<file path="src/rtl/qos_fifo_bank.sv">
// qos_fifo_bank: NCH independent circular FIFO channels sharing one clock.
// Writes are steered by QoS (with optional spill to lower channels), and reads
// are granted by a strict-priority arbiter with a starvation-relief override.
// The highest channel index has the highest priority.
module qos_fifo_bank #(
    parameter int DSIZE  = 32,
    parameter int NCH    = 4,
    parameter int QSIZE  = 2,
    parameter int ASIZE  = 2,
    parameter int SPILL  = 1,
    parameter int STARVE = 8
) (
    input  logic             iClk,
    input  logic             iResetn,
    input  logic             iWr,
    input  logic [DSIZE-1:0] iWrData,
    input  logic [QSIZE-1:0] iQoS,
    output logic             oFull,
    output logic             oDrop,
    input  logic             iRd,
    output logic             oRdValid,
    output logic [DSIZE-1:0] oRdData,
    output logic [QSIZE-1:0] oRdQoS,
    output logic [NCH-1:0]   oEmpty
);

    localparam int DEPTH = 1 << ASIZE;
    localparam int SW    = (STARVE > 0) ? $clog2(STARVE + 1) : 1;
    localparam int CW    = (NCH > 1) ? $clog2(NCH) : 1;

    localparam logic [ASIZE:0]  FULL_CNT   = (ASIZE + 1)'(DEPTH);
    localparam logic [SW-1:0]   STARVE_MAX = SW'(STARVE);
    localparam logic [CW-1:0]   TOP_CH     = CW'(NCH - 1);

    // Index of the highest set bit; zero when the vector is empty (callers
    // always qualify the result with an OR-reduction of the same vector).
    function automatic logic [CW-1:0] find_hi(input logic [NCH-1:0] vec);
        logic [CW-1:0] idx;
        idx = {CW{1'b0}};
        for (int c = 0; c < NCH; c++) begin
            if (vec[c]) begin
                idx = CW'(c);
            end else begin
                idx = idx;
            end
        end
        return idx;
    endfunction

    // Channel storage and bookkeeping
    logic [DSIZE-1:0] mem_r     [NCH][DEPTH];
    logic [ASIZE-1:0] wr_ptr_r  [NCH];
    logic [ASIZE-1:0] rd_ptr_r  [NCH];
    logic [ASIZE:0]   count_r   [NCH];
    logic [SW-1:0]    starve_r  [NCH];

    logic [ASIZE:0]   count_nxt_s  [NCH];
    logic [SW-1:0]    starve_nxt_s [NCH];

    // Status, steering and arbitration
    logic [CW-1:0]    q_s;
    logic [NCH-1:0]   full_s;
    logic [NCH-1:0]   cand_s;
    logic [NCH-1:0]   starving_s;
    logic [NCH-1:0]   ok_s;
    logic             tgt_found_s;
    logic [CW-1:0]    tgt_s;
    logic             gnt_valid_s;
    logic [CW-1:0]    gnt_s;
    logic [NCH-1:0]   wr_en_s;
    logic [NCH-1:0]   rd_en_s;
    logic [DSIZE-1:0] rd_data_s;

    // Clamp the requested QoS into the legal channel range.
    always_comb begin
        if (32'(iQoS) >= 32'(NCH)) begin
            q_s = TOP_CH;
        end else begin
            q_s = CW'(iQoS);
        end
    end

    // Per-channel status from the counts at the start of the cycle.
    always_comb begin
        for (int c = 0; c < NCH; c++) begin
            full_s[c]     = (count_r[c] == FULL_CNT);
            cand_s[c]     = (count_r[c] != {(ASIZE + 1){1'b0}});
            starving_s[c] = (STARVE > 0) && cand_s[c] && (starve_r[c] == STARVE_MAX);
        end
    end

    // Write steering: eligible channels are non-full and at or below the
    // clamped QoS (only the QoS channel itself without spill). The highest
    // eligible index is the first hit when walking downward from q.
    always_comb begin
        for (int c = 0; c < NCH; c++) begin
            ok_s[c] = !full_s[c] && (CW'(c) <= q_s) && ((SPILL != 0) || (CW'(c) == q_s));
        end
        tgt_found_s = |ok_s;
        tgt_s       = find_hi(ok_s);
    end

    // Read arbitration: starving channels first, else strict priority.
    always_comb begin
        gnt_valid_s = iRd && (|cand_s);
        if (|starving_s) begin
            gnt_s = find_hi(starving_s);
        end else begin
            gnt_s = find_hi(cand_s);
        end
    end

    // Per-channel write/pop strobes and the data at the granted head.
    always_comb begin
        for (int c = 0; c < NCH; c++) begin
            wr_en_s[c] = iWr && tgt_found_s && (tgt_s == CW'(c));
            rd_en_s[c] = gnt_valid_s && (gnt_s == CW'(c));
        end
        rd_data_s = mem_r[gnt_s][rd_ptr_r[gnt_s]];
    end

    // Next count and next starvation counter for each channel.
    always_comb begin
        for (int c = 0; c < NCH; c++) begin
            case ({wr_en_s[c], rd_en_s[c]})
                2'b10:   count_nxt_s[c] = count_r[c] + 1'b1;
                2'b01:   count_nxt_s[c] = count_r[c] - 1'b1;
                default: count_nxt_s[c] = count_r[c];
            endcase

            if (count_nxt_s[c] == {(ASIZE + 1){1'b0}}) begin
                starve_nxt_s[c] = {SW{1'b0}};
            end else if (rd_en_s[c]) begin
                starve_nxt_s[c] = {SW{1'b0}};
            end else if (gnt_valid_s && cand_s[c] && (starve_r[c] != STARVE_MAX)) begin
                starve_nxt_s[c] = starve_r[c] + 1'b1;
            end else begin
                starve_nxt_s[c] = starve_r[c];
            end
        end
    end

    // Pointer, count and starvation counter registers.
    always_ff @(posedge iClk or negedge iResetn) begin
        if (!iResetn) begin
            for (int c = 0; c < NCH; c++) begin
                wr_ptr_r[c] <= {ASIZE{1'b0}};
                rd_ptr_r[c] <= {ASIZE{1'b0}};
                count_r[c]  <= {(ASIZE + 1){1'b0}};
                starve_r[c] <= {SW{1'b0}};
            end
        end else begin
            for (int c = 0; c < NCH; c++) begin
                if (wr_en_s[c]) begin
                    wr_ptr_r[c] <= wr_ptr_r[c] + 1'b1;
                end
                if (rd_en_s[c]) begin
                    rd_ptr_r[c] <= rd_ptr_r[c] + 1'b1;
                end
                count_r[c]  <= count_nxt_s[c];
                starve_r[c] <= starve_nxt_s[c];
            end
        end
    end

    // Data storage; contents are only observed behind a valid count.
    always_ff @(posedge iClk) begin
        for (int c = 0; c < NCH; c++) begin
            if (wr_en_s[c]) begin
                mem_r[c][wr_ptr_r[c]] <= iWrData;
            end
        end
    end

    // Registered read response and drop pulse.
    always_ff @(posedge iClk or negedge iResetn) begin
        if (!iResetn) begin
            oRdValid <= 1'b0;
            oRdData  <= {DSIZE{1'b0}};
            oRdQoS   <= {QSIZE{1'b0}};
            oDrop    <= 1'b0;
        end else begin
            oRdValid <= gnt_valid_s;
            oRdData  <= gnt_valid_s ? rd_data_s : {DSIZE{1'b0}};
            oRdQoS   <= gnt_valid_s ? QSIZE'(gnt_s) : {QSIZE{1'b0}};
            oDrop    <= iWr && !tgt_found_s;
        end
    end

    assign oFull  = !tgt_found_s;
    assign oEmpty = ~cand_s;

endmodule

</file>
<file path="config.mk">
export PLATFORM = sky130hd
export DESIGN_NAME = qos_fifo_bank
export DESIGN_NICKNAME = d
export VERILOG_FILES = /design/src/rtl/qos_fifo_bank.sv
export SDC_FILE = /design/constraint.sdc
export NUM_CORES = 1
export LEC_CHECK = 0
export ABC_AREA = 1
export ABC_CLOCK_PERIOD_IN_PS = 3560
export BUFFER_PORTS_ARGS = -buffer_cell sky130_fd_sc_hd__buf_4
export CORE_MARGIN = 2
export CORE_UTILIZATION = 53
export CTS_CLUSTER_SIZE = 16
export DETAILED_ROUTE_END_ITERATION = 8
export HOLD_SLACK_MARGIN = 0.1
export PLACE_DENSITY = 0.67
export SLEW_MARGIN = 20
export SYNTH_ARGS = -nofsm -noshare
export SYNTH_HDL_FRONTEND = slang
export SYNTH_SLANG_ARGS = --single-unit
</file>
<file path="constraint.sdc">
create_clock -name iClk -period 3.56 [get_ports iClk]
set_input_delay 0.534 -clock iClk [delete_from_list [all_inputs] [get_ports iClk]]
set_output_delay 0.534 -clock iClk [all_outputs]
set_load 0.01 [all_outputs]
</file>
==> results of run 1 <==
-- layout make-up --
cell class,instances,area [um2],area share (%)
tap,664,831,2.78
antenna,1,2.50,0.00838
clock inverter,29,342,1.14
multi-input combinational,1418,6800,22.8
clock buffer,84,1710,5.74
timing repair buffer,128,1190,3.98
sequential,592,17400,58.2
inverter,425,1600,5.35
-- sequential cells by signal, summed over array words and instances (netlist names) --
name / cells
count_r: 12
mem_r: 512
oDrop: 1
oRdData: 32
oRdQoS: 2
oRdValid: 1
rd_ptr_r: 8
starve_r: 16
wr_ptr_r: 8
-- worst paths after layout --
kind,slack (ps),endpoint,from
max,330,starve_r[8],starve_r[1]
min,170,oDrop,iWr
max reg2reg,330,starve_r[8],starve_r[1]
min reg2reg,470,rd_ptr_r[1],rd_ptr_r[1]
max in group asynchronous,2210,oRdData[25],iResetn
min in group asynchronous,540,starve_r[5],iResetn
-- cell usage in the layout, fill, tap and decap left out, types with 2 or more instances in the layout --
master | netlist | layout
nand2_1 | 682 | 679
edfxtp_1 | 512 | 512
nand3_1 | 433 | 433
inv_1 | 412 | 412
nor2_1 | 153 | 136
buf_4 | 17 | 109
dfrtp_1 | 80 | 80
clkbuf_16 | 0 | 61
nand3b_1 | 33 | 33
ha_1 | 28 | 28
xor2_1 | 22 | 22
buf_12 | 0 | 18
nor2_4 | 1 | 17
a21oi_1 | 13 | 13
clkbuf_1 | 24 | 13
inv_2 | 12 | 11
clkinv_1 | 1 | 10
clkbuf_8 | 0 | 10
clkinv_2 | 0 | 10
o21ai_0 | 9 | 9
nand2_2 | 7 | 8
bufinv_16 | 0 | 8
nor3_1 | 6 | 6
nand2_4 | 3 | 4
xnor2_1 | 4 | 4
fa_1 | 4 | 4
nand4_1 | 3 | 3
nor2_2 | 2 | 3
nand3_2 | 2 | 2
o21ai_1 | 2 | 2
o211ai_1 | 2 | 2
o31ai_2 | 0 | 2
o31ai_4 | 0 | 2
inv_6 | 0 | 2
-- tightest hold or removal path: cells and delay by family --
| family | cells | cell delay (ps) |
|---|---|---|
| buf+inv | 2 | 120 |
| simple gates | 1 | 90 |
-- metrics by stage --
stage | total power, mW | hold WS [ps]
final | 26.3 | 172
after floorplan | 16.5 | 238
after global placement | 19.5 | 462
after global routing | 28.1 | 165
after detailed placement | 19.8 | 458
after CTS | 26.4 | 137
-- power groups by stage --
stage          clock [mW]  sequential [mW]  combinational (mW)
2_1_floorplan           0             8.92                7.56
3_3_place_gp            0             8.88                10.7
3_5_place_dp            0             8.91                10.9
4_1_cts              6.62             8.78                11.0
5_1_grt              6.88             8.84                12.4
6_report             6.50             8.77                11.0
-- what timing repair did --
action                                 4_1_cts  5_1_grt
hold buffers                                 1        0
gates resized for setup                      0        9
setup endpoints to repair                    0       13
endpoints found under the hold margin       50        0
-- routing by layer --
metal | up-vias | wire length, um | GRT usage [%] | share of wire, %
met3 | 108 | 3690 | 3.19 | 6.0
met1 | 8367 | 25200 | 32.4 | 41
met2 | 565 | 30300 | 42.1 | 50
li1 | 8402 | - | - | -
met5 | - | 0 | 0 | 0
met4 | 0 | 1750 | 8.81 | 2.9
-- cells by family after synthesis --
logic type / after synthesis
xor+xnor: 26
simple gates: 1328
buf+inv: 548
flops: 592
compound gates: 32
fa+ha+maj: 32
==> results.md, run 1 <==
* Type of the most critical hold path: in2reg
* Maximum VDD drop at 0.871 mV
* Avg Inst Size Synth at 10.2 um2
* Mapped Area at 26,200 um2
* Clock-pin transition on the worst setup and hold timing paths at 60 ps
* Post-synthesis simple-gate area fraction at 22.0%
* DP HPWL at 31,200 um
* First-pass GRT wire length at 96,200 um
* Crit path required time at 4050 ps
* Vias per inst at 5.22
* Crit path DAT at 3710 ps
* Final hold vios at 0
* Cells after Synth at 2,558
* Root buf cell: clkbuf_16
* Layout area overhead at 13.9%
* Buffers on Ports at 78
* DRT antenna net count at 0
* Drt pass-1 iters at 5
* Kind of cell adding the most delay to the critical path: simple AND/OR/NAND/NOR gates
* Starting density of the core at 53.7%
* Vias in the first global route at 17.2k
* Least-Margin Pin Slew at 1030 ps
* Commonest cells post-synth: 682 x nand2_1, 512 x edfxtp_1, 433 x nand3_1, 412 x inv_1, 153 x nor2_1
* Relative slew margins at 31.1%
* Largest family of logic cells by synthesized area: simple AND/OR/NAND/NOR gates
* Ports at 79
* Register area share after synthesis at 66.3%
* Levels on crit path at 20
* Distinct cells, synth at 35
* Setup ws final at 331 ps
* Setup bufs post-CTS at 0
* Min Tclk post-route at 3230 ps
* Clk pwr share at 24.7%
* Placed Area at 27,700 um2
* Final Cycle Share at 90.7%
* Critical Path End Type: flip-flop
* H-Tree Depth at 2
* Syn nets at 2,628
* Int Power at 15.8 mW
* Post-synthesis mux area share at 0%
* Post-synth ARST share at 13.5%
* Final WL at 61,000 um
* Final TNS setup at 0 ps
* CP Cell Sequence: inv_1 -> ha_1 -> nand2_1 -> nor2_1 -> nand2_2 -> nand2_4 -> nor2_4 -> nand2_2 -> nand2_4 -> nor2_2 -> nand2_2 -> inv_1 -> ha_1 -> inv_1 -> fa_1 -> a21oi_1 -> o21ai_0 -> xor2_1 -> o31ai_4 -> nor3_1
* Routed via count at 17.4k
* Die area at 51,300 um2
* # setup viols final at 0
* Pre-CTS setup slack at 133 ps
* CTS tree: yes
* Remaining DRCs at 0
* Reg2Reg Depth at 20
* Peak Freq at 310 MHz
* RSZ-0062 raised after global routing: no
* Layout Cells excl Fill at 3,341
* Post-synthesis register bit count at 592
* Slowest cell on crit path: dfrtp_1
* Largest net degree at the start of global routing at 133
* Synth top area share at 58.6%
* Design area at 29,800 um2
* Synth Flop Type: edfxtp_1
* Worst skew pair latency at 620 ps
* Net Sw Power at 10.5 mW
* Clock sink total at 592
* Die height at 226 um
* Bufs on Longest Clock Path at 3
* Clk_skew at 15.0 ps
* CP Class: reg2reg
* Switching share of power at 40.0%
* Critical Path Max Stage Delay at 420 ps
* Routed WL per cell at 18.3 um
* CP Max Fanout at 5
* Ys Warns at 0
* Finished Core Util at 61.1%
* DR iter-0 viols at 1,593
* Core footprint at 48,800 um2
* Final nets at 2,695
* Layout cell share with drive strength beyond 1 at 10.2%
* Leakage at 13.1 nW
* Flop pwr share at 33.4%
* Post-Synth XOR/XNOR Area at 0.869%
* Dpl cells at 3,226
* Max Cap Viol at 0
* Post-synth EDFFs at 512
* Initial antenna violation count at 1
* Top cell type by total area after synthesis: edfxtp_1
* Status: completed
* Site Rows at 81
* Most common cell in the netlist: nand2_1
* Num CTS Buffers at 60
* CP startpoint kind: flip-flop
* Gpl congestion at 0.790
* Die outline width at 226 um
* Max-slew violations at 0
* GRT Total Usage at 24.6%
* Fillcell total at 3,965
* Top cells by area, synth: edfxtp_1 59%, nand2_1 9.8%, nand3_1 8.3%
* Grt ovf at 0
* Buf+Inv Stages, Crit Path at 3
* Pwr/cell area at 880 nW/um2
* WHS Path Cells at 3
* Post-synthesis adder-cell area fraction at 1.64%
* Post-synthesis compound-gate area fraction at 0.725%
* Logic pwr share at 41.9%
(Power assumes the default switching activity.)
==> run 2: changes to the inputs <==
CTS_BUF_LIST = sky130_fd_sc_hd__clkbuf_8   (was default)
==> results.md, run 2 (synthesis gave the netlist of run 1 again) <==
* Final hold vios at 0 (unchanged)
* Least-Margin Pin Slew at 1030 ps (-6.87 ps)
* Pwr Total at 25.5 mW (-3.1%)
* Peak Freq at 303 MHz (-2.2%)
* Grt ovf at 0 (unchanged)
* Relative slew margins at 31.5% (+0.46 points)
* Starting density of the core at 53.7% (unchanged)
* GRT Total Usage at 24.6% (about the same)
* Fillcell total at 4,042 (+1.9%)
* Site Rows at 81 (unchanged)
* Die area at 51,300 um2 (unchanged)
* Crit path DAT at 3840 ps (+130 ps)
* Pwr/cell area at 858 nW/um2 (-2.5%)
* Final Cycle Share at 92.8% (+2.1 points)
* Routed WL per cell at 17.9 um (-1.9%)
* Net Sw Power at 10.6 mW (+0.78%)
* Die outline width at 226 um (unchanged)
* H-Tree Depth at 3 (+1)
* Int Power at 14.9 mW (-5.7%)
* # setup viols final at 0 (unchanged)
* Clk pwr share at 22.4% (-2.3 points)
* First-pass GRT wire length at 96,200 um (about the same)
* Drt pass-1 iters at 5 (unchanged)
* Layout area overhead at 13.1%
* Largest register FFs at 512 (unchanged)
* CP Class: reg2reg
* Clock-pin transition on the worst setup and hold timing paths at 60 ps (about the same)
* Switching share of power at 41.6% (+1.6 points)
* Worst skew pair latency at 680 ps (+60 ps)
* Commonest non-fill, non-tap cell in the layout: nand2_1
* Flop pwr share at 34.5% (+1.1 points)
* Num CTS Buffers at 95 (+58%)
* DR iter-0 viols at 1,529 (-4.0%)
* CP startpoint kind: flip-flop
* Clk_skew at 29.6 ps (+14.6 ps)
* Logic pwr share at 43.2% (+1.3 points)
* Max-slew violations at 0 (unchanged)
* Remaining DRCs at 0 (unchanged)
* Critical Path End Type: flip-flop
* Type of the most critical hold path: in2reg
* Final WL at 61,000 um (about the same)
* Core footprint at 48,800 um2 (unchanged)
* Setup bufs post-CTS at 0 (unchanged)
* Layout cell share with drive strength beyond 1 at 11.2% (+1.1 points)
* CTS tree: yes
* RSZ-0062 raised after global routing: yes
* DP HPWL at 31,200 um (unchanged)
* Initial antenna violation count at 1 (unchanged)
* Vias per inst at 5.17 (-1.0%)
* Placed Area at 27,700 um2 (unchanged)
* WHS Path Cells at 1 (-2)
* Root buf cell: clkbuf_8
* Crit path required time at 4090 ps (+40 ps)
* Bufs on Longest Clock Path at 3 (unchanged)
* Routed via count at 17.6k (+0.90%)
* Die height at 226 um (unchanged)
* Reg2Reg Depth at 20 (unchanged)
* Reg2reg setup slack at 260 ps (-70 ps)
* Maximum VDD drop at 0.917 mV (+5.3%)
* Design area at 29,700 um2 (-0.64%)
* Vias in the first global route at 17.4k (+1.1%)
* Status: completed
* CP Max Fanout at 5 (unchanged)
* Min Tclk post-route at 3300 ps (+73.7 ps)
* Leakage at 13.1 nW (+0.54%)
* DRT antenna net count at 0 (unchanged)
* Ports at 79 (unchanged)
* Commonest cells after routing, fill and taps aside: 681 x nand2_1, 512 x edfxtp_1, 442 x inv_1
* Largest net degree at the start of global routing at 133 (unchanged)
* Gpl congestion at 0.790 (unchanged)
* Final nets at 2,731 (+1.3%)
* Clock sink total at 592 (unchanged)
* Buffers on Ports at 78 (unchanged)
* Max Cap Viol at 0 (unchanged)
==> run 2: cell types whose count changed in the layout (fill, tap and decap cells not counted), moves of 7 or more <==
cell / delta
clkbuf_8: +95
clkbuf_16: -61
inv_1: +30
clkbuf_1: -13
clkinv_1: +8
clkinv_2: +7
==> run 2: power groups by stage <==
stage	Clock, mW	Combinational [mW]	Sequential, mW
floorplan	0	7.56	8.92
global placement	0	10.7	8.88
detailed placement	0	10.9	8.91
CTS	5.79	10.9	8.78
global route	6.08	12.4	8.84
finish	5.69	11.0	8.77
==> run 2: layout make-up <==
cell class | instances | area (um2) | share of cell area, %
antenna | 1 | 2.50 | 0.00844
clock buffer | 105 | 1450 | 4.87
clock inverter | 72 | 417 | 1.40
tap | 664 | 831 | 2.80
inverter | 425 | 1600 | 5.39
multi-input combinational | 1418 | 6790 | 22.9
sequential | 592 | 17400 | 58.6
timing repair buffer | 129 | 1200 | 4.04
==> run 2: worst paths after layout <==
kind                                end        start
max reg2reg                starve_r[10]  starve_r[1]
max in group asynchronous   oRdData[20]      iResetn
max                        starve_r[10]  starve_r[1]
min in group asynchronous   starve_r[5]      iResetn
min                        mem_r[2][36]   iWrData[4]
min reg2reg                 rd_ptr_r[1]  rd_ptr_r[1]
==> run 2: repair_timing <==
| action | in CTS | in global routing |
|---|---|---|
| resized for setup | 0 | 6 |
| setup endpoints to repair | 0 | 13 |
| hold endpoints to repair | 51 | 0 |
| hold buffers | 2 | 0 |
==> run 2: critical path, stage by stage, from the launching register on <==
cell and delay, ps:
dfrtp_1 420, inv_1 80, ha_1 140, nand2_1 50, nor2_1 170, nand2_2 120, nand2_4 110, nor2_4 50
nand2_2 90, nand2_4 70, nor2_1 160, nand2_1 210, inv_1 110, ha_1 140, inv_1 70, fa_1 390
a21oi_1 150, o21ai_0 110, xor2_1 190, o31ai_4 300, nor2_1 80
==> run 2: per-stage QoR <==
stage	worst slack [ps]	cells	util (%)	setup TNS, ps	hold WS (ps)
after floorplan	280	2558	-	0	238
after global placement	265	3226	56.8	0	462
after CTS	130	3405	60.6	0	109
after detailed placement	133	3226	56.8	0	458
final	258	3406	60.7	0	152
after global routing	-55.5	3406	60.7	-282	132
==> run 2: per-layer routing <==
| layer | vias up | track usage [%] | wire (um) |
|---|---|---|---|
| li1 | 8484 | - | - |
| met4 | 0 | 8.83 | 1700 |
| met5 | - | 0 | 0 |
| met3 | 141 | 4.17 | 3660 |
| met2 | 532 | 41.4 | 29800 |
| met1 | 8442 | 32.3 | 25800 |
